## config.mk

```make
export PLATFORM = sky130hd
export DESIGN_NAME = hbridge_deadtime_driver
export DESIGN_NICKNAME = d
export VERILOG_FILES = /design/src/rtl/hbridge_deadtime_driver.sv
export SDC_FILE = /design/constraint.sdc
export NUM_CORES = 1
export LEC_CHECK = 0
export ABC_AREA = 1
export CAP_MARGIN = 20
export CORE_ASPECT_RATIO = 1.5
export CORE_MARGIN = 5
export CORE_UTILIZATION = 28
export DETAILED_ROUTE_END_ITERATION = 10
export GPL_TIMING_DRIVEN = 0
export PLACE_DENSITY = 0.49
export SLEW_MARGIN = 20
export SYNTH_ARGS = -nofsm -noshare
export SYNTH_HDL_FRONTEND = slang
export SYNTH_SLANG_ARGS = --single-unit
export TNS_END_PERCENT = 10
```

## constraint.sdc

```tcl
create_clock -name clk -period 2.5 [get_ports clk]
set_input_delay 0.375 -clock clk [delete_from_list [all_inputs] [get_ports clk]]
set_output_delay 0.375 -clock clk [all_outputs]
set_load 0.02 [all_outputs]
```

## src/rtl/hbridge_deadtime_driver.sv

```systemverilog
// H-bridge gate driver: turns forward/reverse PWM commands into four gate drives
// with dead time, minimum on-pulse, pair exclusion and a latched fault shutdown.
module hbridge_deadtime_driver #(
  parameter int DT_WIDTH    = 8,
  parameter int MP_WIDTH    = 8,
  parameter int SYNC_STAGES = 2
) (
  input  logic                clk,
  input  logic                reset,
  input  logic                motor_positive,
  input  logic                motor_negative,
  input  logic [DT_WIDTH-1:0] dead_time,
  input  logic [MP_WIDTH-1:0] min_pulse,
  input  logic                fault_in,
  input  logic                fault_clear,
  output logic                hs_a,
  output logic                ls_a,
  output logic                hs_b,
  output logic                ls_b,
  output logic                fault_latched,
  output logic                illegal_cmd,
  output logic [2:0]          state_out
);

  typedef enum logic [2:0] {
    IDLE  = 3'd0,
    FWD   = 3'd1,
    REV   = 3'd2,
    DEAD  = 3'd3,
    FAULT = 3'd4
  } state_t;

  localparam logic [DT_WIDTH-1:0] DT_ONE = {{(DT_WIDTH-1){1'b0}}, 1'b1};
  localparam logic [MP_WIDTH-1:0] MP_ONE = {{(MP_WIDTH-1){1'b0}}, 1'b1};

  state_t                   state;
  state_t                   state_next;
  state_t                   cmd;
  logic [SYNC_STAGES-1:0]   fault_sync;
  logic                     fault_s;
  logic [MP_WIDTH-1:0]      on_cnt;
  logic [DT_WIDTH-1:0]      dt_cnt;
  logic [MP_WIDTH:0]        on_plus;
  logic                     on_reached;
  logic                     load_dt;

  // A programmed dead time of zero still yields one all-off cycle.
  function automatic logic [DT_WIDTH-1:0] dead_load(input logic [DT_WIDTH-1:0] d);
    return (d == '0) ? DT_ONE : d;
  endfunction

  function automatic logic [MP_WIDTH-1:0] sat_inc(input logic [MP_WIDTH-1:0] v);
    return (v == '1) ? v : v + MP_ONE;
  endfunction

  // Fault input synchronizer
  always_ff @(posedge clk or posedge reset) begin
    if (reset) begin
      fault_sync <= '0;
    end else begin
      fault_sync <= {fault_sync[SYNC_STAGES-2:0], fault_in};
    end
  end

  assign fault_s = fault_sync[SYNC_STAGES-1];

  always_comb begin
    cmd = IDLE;
    unique case ({motor_positive, motor_negative})
      2'b10:   cmd = FWD;
      2'b01:   cmd = REV;
      default: cmd = IDLE;
    endcase
  end

  // on_cnt lags the cycles spent on by one, so compare one step ahead without wrap.
  assign on_plus    = {1'b0, on_cnt} + {1'b0, MP_ONE};
  assign on_reached = on_plus >= {1'b0, min_pulse};

  always_comb begin
    state_next = state;
    load_dt    = 1'b0;
    if (fault_s) begin
      state_next = FAULT;
    end else begin
      unique case (state)
        IDLE: begin
          if (cmd != IDLE) state_next = cmd;
        end
        FWD, REV: begin
          if (cmd != state && on_reached) begin
            state_next = DEAD;
            load_dt    = 1'b1;
          end
        end
        DEAD: begin
          // Exit follows the command seen on the expiry edge itself.
          if (dt_cnt <= DT_ONE) state_next = cmd;
        end
        FAULT: begin
          if (fault_clear && cmd == IDLE) begin
            state_next = DEAD;
            load_dt    = 1'b1;
          end
        end
        default: state_next = IDLE;
      endcase
    end
  end

  // State, counters and registered outputs decoded from the next state
  always_ff @(posedge clk or posedge reset) begin
    if (reset) begin
      state         <= IDLE;
      on_cnt        <= '0;
      dt_cnt        <= '0;
      hs_a          <= 1'b0;
      ls_a          <= 1'b0;
      hs_b          <= 1'b0;
      ls_b          <= 1'b0;
      fault_latched <= 1'b0;
      illegal_cmd   <= 1'b0;
    end else begin
      state <= state_next;

      if ((state == FWD || state == REV) && state_next == state) begin
        on_cnt <= sat_inc(on_cnt);
      end else begin
        on_cnt <= '0;
      end

      if (load_dt) begin
        dt_cnt <= dead_load(dead_time);
      end else if (state == DEAD && dt_cnt > DT_ONE) begin
        dt_cnt <= dt_cnt - DT_ONE;
      end

      hs_a          <= (state_next == FWD);
      ls_b          <= (state_next == FWD);
      hs_b          <= (state_next == REV);
      ls_a          <= (state_next == REV);
      fault_latched <= (state_next == FAULT);
      illegal_cmd   <= motor_positive & motor_negative;
    end
  end

  assign state_out = state;

endmodule

```

After elaboration in Yosys (flattened, before gate mapping)
Cells that the tools add are included.
Cells by class
  equality and inequality tests: 13
  mux-type cells: 16
  add/sub/neg operators: 3
  $lt $le $gt $ge: 3
  bitwise logic cells: 1
  reductions and logical operators: 11
Operators by type and width (number)
  2-to-1 mux 8 bit: 5
  2-to-1 mux 3 bit: 5
  case mux 3 bit (4 select lines): 1
  adder 8 x 1 -> 9 bit, second input constant: 1
  == test 3 x 2 -> 1 bit, second input constant: 3
  greater-or-equal comparator 9 x 8 -> 1 bit: 1
  adder 8 x 1 -> 8 bit, second input constant: 1
  == test 8 bit, second input constant: 1
  greater-than comparator 8 x 1 -> 1 bit, second input constant: 1
  less-or-equal comparator 8 x 1 -> 1 bit, second input constant: 1
  logical NOT 8 bit: 1
  subtractor 8 x 1 -> 8 bit, second input constant: 1
  == test 3 x 1 -> 1 bit, second input constant: 2
  == test 3 bit, second input constant: 2
  logical NOT 3 bit: 2
  logical AND 1 bit: 4
  case mux 2 bit (2 select lines): 1
  == test 3 bit: 1
  2-to-1 mux 1 bit: 3
  != test 3 bit: 1
  nonzero test 3 bit: 1
  == test 2 x 1 -> 1 bit, second input constant: 1
  == test 2 bit, second input constant: 1
  != test 2 bit, second input constant: 1
  5 further kinds: 5
Word-level totals
  flip-flop bits (word level): 25
  word-level logic and storage cells: 55

Depth between registers and ports, before layout
Gate-level depths: netlist of the first run.
  word-level depth: 10
  gate-level depth with buffers: 20
  mapped depth without buffers: 20

Least setup slack after synthesis of the first run
Ideal clock, no wire load.
  path kind: register to register
  start: register on_cnt[0]
  end: register on_cnt[0]
  cell stages (with the launch flop): 20
  clock period less this slack: 2.204 ns
  arrival time: 2.082 ns
  required time: 2.378 ns
  library setup time: 0.122 ns
  path slack: 0.296 ns
  cell sequence: dfrtp_1 ha_1 nand2_2 nor2_4 xor2_1 ha_1 nand2_1 inv_1 nand2_1 nand3_1 nand2_1 nand2_1 nand2_1 nand2_2 nand2_2 nand3_2 nand2_2 nand2_2 nand2_4 nor3_2
On the way
  cells in the longest elaborated chain, start to end: 9
  elaborated cells between the ends (all ways): 13
RTL lines
  start: declaration: RTL line 41  | logic [MP_WIDTH-1:0] on_cnt;
  start signal: assignment: RTL line 127  | on_cnt <= sat_inc(on_cnt);
  adder 8 x 1 -> 9 bit: RTL line 77  | assign on_plus = {1'b0, on_cnt} + {1'b0, MP_ONE};
  greater-or-equal comparator 9 x 8 -> 1 bit: RTL line 78  | assign on_reached = on_plus >= {1'b0, min_pulse};
  logical AND 1 bit: RTL line 91  | if (cmd != state && on_reached) begin
  2-to-1 mux 3 bit: RTL line 91
  case mux 3 bit (4 select lines): RTL line 86  | unique case (state)
  2-to-1 mux 3 bit: RTL line 83  | if (fault_s) begin
  == test 3 bit: RTL line 126  | if ((state == FWD || state == REV) && state_next == state) begin
  logical AND 1 bit: RTL line 126
  != test 2 bit (no line) / 2-to-1 mux 8 bit (equally long branches)
Several ways; a longest one is shown, not always the timed one. The select of a mux whose other input is x is not followed.
A chain may end at the register's enable or synchronous reset.

Worst setup path after layout of the first run
Ends and elaborated chain as after synthesis.

==> summary.txt, run 1 <==
Logic synthesis
  – Yosys warning count: 0
  – Post-synth top area cell: dfrtp_1
  – Area contributors post-synth: dfrtp_1 (34%), ha_1 (9.6%), nand2_1 (8.4%)
  – Syn nets: 259
  – Yosys reg bits: 25
  – Synth cell count leaders: nand2_1 (41), inv_1 (37), dfrtp_1 (25), nor2_1 (20), ha_1 (14)
  – Number of enable flip-flop cells after synthesis: 0
  – Dominant synthesized flop cell: dfrtp_1
  – Library cells used by synthesis: 28
  – Most numerous cell in the Yosys netlist: nand2_1
  – Cells after synthesis: between 200 and 250
  – Async set-reset flop share out of synthesis: 100%
  – Syn avg cell area: 8.20 µm²
  – Top cell type's share of synthesized area: between 30% and 40%
  – Cell Area, Synth: 1830 µm²
  – Seq/Total Area, Yosys: 34.2%

CTS
  – TritonCTS clock tree: done
  – Clk root buf: clkbuf_8
  – Clk slew on worst S/H paths: 90 ps
  – TritonCTS Buffers: 3
  – CTS Buffer Depth: 2
  – Htree depth: 1
  – Worst-skew pair later-pin latency: 270 ps
  – Clk sinks: 25
  – Hold-fix buffers, CTS: 0

Floorplan
  – Die width: 76.0 µm
  – Num ports: 31
  – Die area: 8280 µm²
  – Initial Util: between 20% and 30%
  – Core Area: ~6400 µm²
  – Num rows: 36
  – Die Y: 109 µm

Detailed routing
  – Routed WL: about 3800 µm
  – Final routed wire length divided by cell count: 11.2 µm
  – Vias per inst: around 4.4
  – Detail Route Antenna Nets: 0
  – Vias after detailed routing: ~1500
  – Starting DRC count in detailed routing: 10
  – Post-route DRC: 0
  – First-pass iteration count of the detailed router: 4

Worst setup path
  – Worst path depth: 18
  – Worst EP arrival: 2590 ps
  – CP Data Required Time: 2700 ps
  – Crit path buffers/inverters: 1
  – Cell Chain, Critical Path: ha_2, nand2_2, nor2_4, xor2_2, ha_1, nand2_2, inv_1, nand2_1, nand3_1, nand2_1, nand2_1, nand2_1, nand2_2, nand2_4, nand3_4, nand3_2, nand2_8, nor3_4
  – Most frequent CP cell: nand2_1
  – Startpoint Class: flip-flop
  – R2R Setup Slk: 110 ps
  – Delay-heaviest family, CP: simple AND/OR/NAND/NOR gates
  – Reg2reg start: on_cnt[0]
  – CP max-delay cell: dfrtp_1
  – Worst reg2reg path depth: 18
  – CP max stage delay: ~400 ps
  – CP Max Fanout: 8
  – Kind of end point of the critical path: flip-flop
  – CP Class: flip-flop to flip-flop
  – FF-to-FF End: on_cnt[0]

Timing
  – Min Hold Slack: 355 ps
  – Min cycle time layout: about 2400 ps
  – Hold Vio Cnt, Final: 0
  – Post-route setup slack: between 100 and 150 ps
  – Slew HR: roughly 64%
  – Fin. max-slew vios: 0
  – # setup viols final: 0
  – RSZ-0062 raised after global routing: yes
  – FMAX: ~420 MHz
  – Period utilisation layout: 95.8%
  – Worst Skew: 2.78 ps
  – Worst-Margin Slew: 537 ps

Final layout
  – Post-route insts no fill: around 340
  – Nets: 300
  – Layout cell share with drive strength beyond 1: 22.8%
  – Diodes inserted: 0
  – Area grow syn2layout: 32.1%

Power
  – Power Dens Cells: roughly 500 nW/µm²
  – Leak Pwr: 1.22 nW
  – Worst IR Drop VDD: between 0.2 and 0.3 mV
  – Final Total Pwr: 1.21 mW

Job
  – Max capacitance violation total: 0

GRT
  – Largest net degree at the start of global routing: 26
  – Antenna violations before repair: 0
  – First-pass GRT wire length: a little under 7000 µm
  – Number of global-route vias before repair: between 1500 and 2000
  – GRT overflow: 0
  – GR Util All Layers: 10.1%

Outcome
  – Status: complete, no violations

Hold path
  – Hold Crit Start: fault_sync[0]
  – Min-Delay Path Class: flip-flop to flip-flop
  – Worst Hold Path Cells: 0
  – Worst-case hold path end point: fault_sync[1]

Placement
  – HPWL after detailed placement: 3130 µm
  – DP Worst Slack: -79.4 ps
  – Placer Congestion: ~0.75
  – Port bufs: 30
  – Placed cell count: about 330
[registers in the layout, indices dropped and copies added, names as in the netlist]
name,cells
dt_cnt,8
on_cnt,8
state_out,3
fault_sync,2
fault_latched,1
hs_b,1
illegal_cmd,1
ls_b,1
[layout make-up]
type                            instances  area, µm²
Fill cell                             668       4030
Buffer                                  2       15.0
Tap cell                               76       95.1
Timing Repair Buffer                   36        345
Clock buffer                            4       45.0
Sequential cell                        25        626
Inverter                               42        160
Multi-Input combinational cell        154       1130
[worst max path at each step]
stage / slack (ps) / endpoint / startpoint
floorplan: 300 / on_cnt[0] / on_cnt[0]
global placement: -60 / dt_cnt[2] / on_cnt[0]
detailed placement: -80 / dt_cnt[2] / on_cnt[0]
CTS: 30 / dt_cnt[2] / on_cnt[0]
global route: -110 / on_cnt[0] / on_cnt[0]
finish: 110 / on_cnt[0] / on_cnt[0]
[power breakdown]
group          internal (mW)  leakage [nW]  switching (mW)
sequential             0.465         0.321          0.0577
clock                  0.114        0.0228           0.128
combinational          0.190         0.879           0.258
[routing by layer]
metal / vias to the layer above / share of wire, % / track usage [%] / wire length, µm
li1: 779 / - / - / -
met1: 680 / 37 / 10.1 / 1390
met2: 30 / 58 / 20.3 / 2210
met3: 6 / 3.4 / 1.49 / 130
met4: 0 / 1.9 / 4.07 / 71
met5: - / 0 / 0 / 0
[worst reg2reg max path: stages (launching register included)]
cell and delay [ps]:
dfrtp_1 390, ha_2 200, nand2_2 60, nor2_4 160, xor2_2 170, ha_1 270, nand2_2 80, inv_1 40
nand2_1 50, nand3_1 70, nand2_1 70, nand2_1 50, nand2_1 60, nand2_2 70, nand2_4 80, nand3_4 90
nand3_2 130, nand2_8 100, nor3_4 180
[stage by stage]
stage               utilization, %  setup TNS [ps]  instance area [µm²]
floorplan                        -               0                 1830
global placement              34.5            -233                 2220
detailed placement            34.5            -464                 2220
CTS                           35.5               0                 2290
global route                  37.5            -907                 2410
finish                        37.5               0                 2410
[timing repair]
| action | CTS | global route |
|---|---|---|
| gates resized for setup | 2 | 20 |
| buffers inserted | 1 | 5 |
| endpoints found under the setup margin | 15 | 17 |
| hold endpoints to repair | 0 | 0 |
| pin swaps | 0 | 13 |
[layout by cell type (no fill, tap or decap), types with 3 or more instances in the layout]
cell	n
inv_2	5
dfrtp_1	25
nand2_2	7
o211ai_1	6
nor2_2	3
o21ai_0	7
buf_4	8
ha_1	13
nor3_2	6
nand3_2	4
clkdlybuf4s50_1	30
a21oi_1	7
nor2_1	18
nand3_1	10
nor2_4	3
clkbuf_8	3
nand2_1	36
nand2_4	7
inv_1	36
xor2_1	6
[logic make-up (layout without fill, tap and decap cells)]
group	count (synthesis)	after routing	synth area share (%)
AOI/OAI and AO/OA	24	24	8.62
xor gates and xnor gates	10	10	4.79
adders and majority gates	14	14	9.58
buffers and inverters	44	84	9.45
DFF	25	25	34.2
muxes	1	1	0.548
and+or+nand+nor	105	105	32.8
(Power assumes the default switching activity.)
==> run 2, diff against run 1 <==
CTS_CLUSTER_DIAMETER = 40   (was default)
==> results of run 2 <==
No change in the layout: final DEF, timing and power equal those of run 1.
